## src/rtl/pipeline_hazard_ctrl.sv

```systemverilog
// rtl/pipeline_hazard_ctrl.sv - stall/flush sequencer for the 5-stage pipeline
// Resolves data-memory waits, MEM-stage redirects and load-use hazards, in that priority.
module pipeline_hazard_ctrl #(
  parameter int REG_ADDR_LEN = 5,
  parameter int MEM_TIMEOUT  = 16,
  parameter int CNT_W        = 16
) (
  input  logic                    clk,
  input  logic                    rst_n,
  input  logic [REG_ADDR_LEN-1:0] if_id_rs,
  input  logic [REG_ADDR_LEN-1:0] if_id_rt,
  input  logic                    if_id_uses_rt,
  input  logic [REG_ADDR_LEN-1:0] id_ex_rt,
  input  logic                    id_ex_mem_read,
  input  logic                    branch_flag_mem,
  input  logic                    zero_mem,
  input  logic                    jump_flag_mem,
  input  logic                    mem_read_flag_mem,
  input  logic                    mem_write_flag_mem,
  input  logic                    dmem_ready,
  output logic                    pc_en,
  output logic                    pc_redirect,
  output logic                    if_id_en,
  output logic                    if_id_flush,
  output logic                    id_ex_en,
  output logic                    id_ex_flush,
  output logic                    ex_mem_en,
  output logic                    ex_mem_flush,
  output logic                    mem_wb_bubble,
  output logic                    mem_timeout,
  output logic [CNT_W-1:0]        stall_cycles,
  output logic [CNT_W-1:0]        flush_events
);

  localparam int WC_W = $clog2(MEM_TIMEOUT + 1);

  typedef enum logic {RUN = 1'b0, MEM_WAIT = 1'b1} state_t;

  state_t          state;
  logic [WC_W-1:0] wait_cnt;
  logic            dmem_req;
  logic            force_rel;
  logic            freeze;
  logic            redirect;
  logic            load_use;

  assign dmem_req  = mem_read_flag_mem | mem_write_flag_mem;
  assign force_rel = (state == MEM_WAIT) && (wait_cnt == WC_W'(MEM_TIMEOUT - 1));
  assign freeze    = dmem_req & ~dmem_ready & ~force_rel;
  assign redirect  = (branch_flag_mem & zero_mem) | jump_flag_mem;
  assign load_use  = id_ex_mem_read && (id_ex_rt != '0) &&
                     ((id_ex_rt == if_id_rs) || (if_id_uses_rt && (id_ex_rt == if_id_rt)));

  // Outputs are forced low while reset is held, independent of the clock.
  always_comb begin
    pc_en         = 1'b0;
    pc_redirect   = 1'b0;
    if_id_en      = 1'b0;
    if_id_flush   = 1'b0;
    id_ex_en      = 1'b0;
    id_ex_flush   = 1'b0;
    ex_mem_en     = 1'b0;
    ex_mem_flush  = 1'b0;
    mem_wb_bubble = 1'b0;
    if (rst_n) begin
      if (freeze) begin
        mem_wb_bubble = 1'b1;
      end else if (redirect) begin
        pc_en        = 1'b1;
        pc_redirect  = 1'b1;
        if_id_en     = 1'b1;
        if_id_flush  = 1'b1;
        id_ex_en     = 1'b1;
        id_ex_flush  = 1'b1;
        ex_mem_en    = 1'b1;
        ex_mem_flush = 1'b1;
      end else if (load_use) begin
        id_ex_en    = 1'b1;
        id_ex_flush = 1'b1;
        ex_mem_en   = 1'b1;
      end else begin
        pc_en     = 1'b1;
        if_id_en  = 1'b1;
        id_ex_en  = 1'b1;
        ex_mem_en = 1'b1;
      end
    end
  end

  always_ff @(posedge clk or negedge rst_n) begin
    if (!rst_n) begin
      state        <= RUN;
      wait_cnt     <= '0;
      mem_timeout  <= 1'b0;
      stall_cycles <= '0;
      flush_events <= '0;
    end else if (freeze) begin
      state    <= MEM_WAIT;
      wait_cnt <= (state == MEM_WAIT) ? wait_cnt + 1'b1 : WC_W'(1);
      if (~&stall_cycles) stall_cycles <= stall_cycles + 1'b1;
    end else begin
      // Released by the watchdog rather than by memory: remember it until reset.
      if (force_rel && !dmem_ready) mem_timeout <= 1'b1;
      state    <= RUN;
      wait_cnt <= '0;
      if (redirect) begin
        if (~&flush_events) flush_events <= flush_events + 1'b1;
      end else if (load_use) begin
        if (~&stall_cycles) stall_cycles <= stall_cycles + 1'b1;
      end
    end
  end

endmodule

```

## config.mk

```make
export PLATFORM = sky130hd
export DESIGN_NAME = pipeline_hazard_ctrl
export DESIGN_NICKNAME = d
export VERILOG_FILES = /design/src/rtl/pipeline_hazard_ctrl.sv
export SDC_FILE = /design/constraint.sdc
export NUM_CORES = 1
export LEC_CHECK = 0
export ABC_AREA = 0
export ABC_CLOCK_PERIOD_IN_PS = 4000
export CAP_MARGIN = 15
export CORE_MARGIN = 2
export CORE_UTILIZATION = 49
export CTS_BUF_LIST = sky130_fd_sc_hd__clkbuf_16
export CTS_CLUSTER_DIAMETER = 150
export DETAILED_ROUTE_END_ITERATION = 10
export PLACE_DENSITY = 0.84
export RECOVER_POWER = 100
export SYNTH_ARGS = -nofsm -noshare
export SYNTH_HDL_FRONTEND = slang
export SYNTH_SLANG_ARGS = --single-unit
```

## constraint.sdc

```tcl
create_clock -name clk -period 4 [get_ports clk]
set_clock_uncertainty 0.1 [all_clocks]
set_input_delay 1.2 -clock clk [delete_from_list [all_inputs] [get_ports clk]]
set_output_delay 1.2 -clock clk [all_outputs]
set_load 0.03 [all_outputs]
```

==> results.yml <==
finish:
  design_area_um2: 2930
  layout.nets: 304
  utilization_pct: 72.8
  drive_above_1_share_pct: 15.9
  syn2layout_area_growth_pct: 42.3
  stdcell_count: 326
  diodes: 0
synthesis:
  avgSynthCellArea_um2: 10.3
  ys_types: 37
  syn_area_um2: 2060
  synth-seq-cells: 39
  syn-instance-count: 199
  synth.net_count: 228
  ys_warn_count: 0
  synth_seq_area_share_pct: 47.4
route:
  drt_iter0_drc: 65
  drcViolationCount: 0
  postRouteAntennaNets: 0
  routedWlPerCell_um: 14.7
  firstDrtPassIters: 4
  drt_wl_total_mm: 4.80
  avgViaCountPerCell: 5.30
  vias: 1727
placed_design:
  place.gp.congestion: 0.831
  dp_hpwl_mm: 3.40
  placed_area_um2: 2780
  dp.cells: 317
  pre_cts_slack_ns: -0.130
  port_buffers: 66
cts:
  cts_num_sinks: 39
  root_buffer: "clkbuf_16"
  clk_pin_slew_ns: 0.06
  htreeDepth: 2
  cts_buffer_depth: 2
  postCtsHoldBufs: 0
  cts_tree: "built"
  cts_buffers: 5
  clk_latency_ns: 0.28
worst_hold_path:
  hp-class: "flip-flop to flip-flop"
  hp-start: "mem_timeout"
outcome:
  status: "finished clean"
floorplanning:
  initial_core_util_pct: 51.1
  fp.coreArea_um2: 4030
  die_w_um: 68.8
  rows: 23
  die-area_um2: 4740
  pin_count: 67
  die_h_um: 68.8
global_routing:
  antenna_found_initial: 0
  grt_max_degree: 30
  grt_pass1_wl_mm: 7.29
  grt_util_all_layers_pct: 21.3
  grt_pass1_vias: 1613
  grt_overflow: 0
power_and_ir_drop:
  p_per_area_nw_per_um2: 511
  leakagePower_nw: 1.30
  power.total_mw: 1.50
  irDropWorstVdd_uv: 510
setup_path:
  crit_start: "id_ex_rt[1]"
  cp.required_ns: 2.70
  critPathArrivalTime_ns: 2.63
  end_kind: "primary output"
  crit_type: "primary input to primary output"
  r2r_start: "wait_cnt[0]"
  start_kind: "primary input"
  worstPathMaxFanout: 3
job:
  maxCapViolCount: 0
timing:
  finalHoldViolCount: 0
  setup_slack_ns: 0.0654
  period_minus_slack_ns: 3.93
  finalSetupViolCount: 0
  max_freq_mhz: 254
  slew_headroom_pct: 69.2
  slew_viol_final: 0
  fin_crit_sh_pct: 98.4
  worstMarginPinSlew_ns: 0.461
  rsz0062_at_grt: "true"
-- placed cells by master (no fill, tap or decap), types with 6 or more instances in the layout --
master / instances
nand3_1: 10
dfrtp_1: 39
dlygate4sd3_1: 34
nand4_1: 7
buf_4: 16
nand2_1: 20
inv_1: 6
nor2_1: 21
clkdlybuf4s50_1: 18
xnor2_1: 19
xor2_1: 20
-- stage by stage --
step           hold slack, ns  setup TNS [ns]
2_1_floorplan           0.353               0
3_3_place_gp            0.360          -0.292
3_5_place_dp            0.362          -0.315
4_1_cts                 0.378               0
5_1_grt                 0.387         -0.0234
6_report                0.368               0
-- metal layers --
metal | vias to the layer above | wire length [um] | track usage [%] | part of all wire, %
met4 | 0 | 76 | 7.60 | 1.6
met3 | 8 | 396 | 5.52 | 8.3
met1 | 824 | 1990 | 26.7 | 41
li1 | 830 | - | - | -
met5 | - | 0 | 0 | 0
met2 | 65 | 2330 | 35.5 | 49
-- Yosys cell counts --
master	number	area share, %
nor3_2	5	2.4
nor3b_1	1	0.36
or3_1	1	0.30
a21oi_4	1	0.79
or4_4	1	0.55
a31oi_1	3	0.91
nand3_1	10	2.4
and2_1	3	0.91
nor4_2	2	1.2
nand2b_1	3	0.91
or4_1	1	0.36
mux2_1	2	1.1
buf_6	1	0.55
o22ai_1	1	0.30
and3_1	2	0.61
buf_2	1	0.24
inv_1	5	0.91
mux2_2	2	1.1
ha_1	4	2.4
or2_2	1	0.30
a211o_1	1	0.43
nand2_1	20	3.6
dfrtp_1	39	47
nor3_1	5	1.2
and4_1	2	0.85
nand4_1	7	2.1
a21oi_2	1	0.43
o21a_1	1	0.36
o21bai_1	1	0.36
nand4_2	1	0.61
xor2_1	20	8.5
inv_2	1	0.18
buf_4	4	1.5
xnor2_1	19	8.1
o211ai_2	1	0.61
a21oi_1	5	1.2
nor2_1	21	3.8
-- path summary, 6_finish.rpt --
path,endpoint,slack [ns],cells past startpoint
max in group asynchronous,stall_cycles[2],2.44,2
hold / removal,mem_timeout,0.37,1
min in group asynchronous,flush_events[12],0.70,1
setup reg to reg,flush_events[10],1.53,8
setup / recovery,if_id_en,0.07,5
hold reg to reg,mem_timeout,0.37,1
-- registers in the layout, summed over array words and instances (netlist names) --
signal / flops
mem_timeout: 1
stall_cycles: 16
state: 1
wait_cnt: 5
flush_events: 16
-- final cells by class --
type,instances,area [um^2]
inverter,6,22.5
timing repair buffer,75,703
clock inverter,3,15.0
sequential,39,976
clock buffer,5,125
tap,50,62.6
fill,294,1100
multi-input combinational,148,1030
-- cell families (layout without fill, tap and decap cells) --
group / Yosys count / after routing / share of synthesized area [%]
xor gates and xnor gates: 39 / 39 / 16.6
and+or+nand+nor: 86 / 86 / 22.7
DFF: 39 / 39 / 47.4
adders and majority gates: 4 / 4 / 2.43
buffers and inverters: 12 / 89 / 3.34
AOI/OAI and AO/OA: 15 / 15 / 5.41
muxes: 4 / 4 / 2.19
-- critical path: stages --
cell and delay (ns):
dlygate4sd2_1 0.27, or4_4 0.54, o21a_1 0.23, a31oi_2 0.23, buf_6 0.16
-- power by group --
| group | total, mW | switching (mW) | internal [mW] |
|---|---|---|---|
| combinational | 0.534 | 0.312 | 0.222 |
| sequential | 0.592 | 0.112 | 0.480 |
| clock | 0.372 | 0.145 | 0.227 |
-- what timing repair did --
item / in CTS / in global routing
pin swaps: 2 / 1
setup buffers: 0 / 1
endpoints found under the setup margin: 3 / 3
resized for setup: 6 / 1
Note: power is estimated with default switching activity, not from simulation.
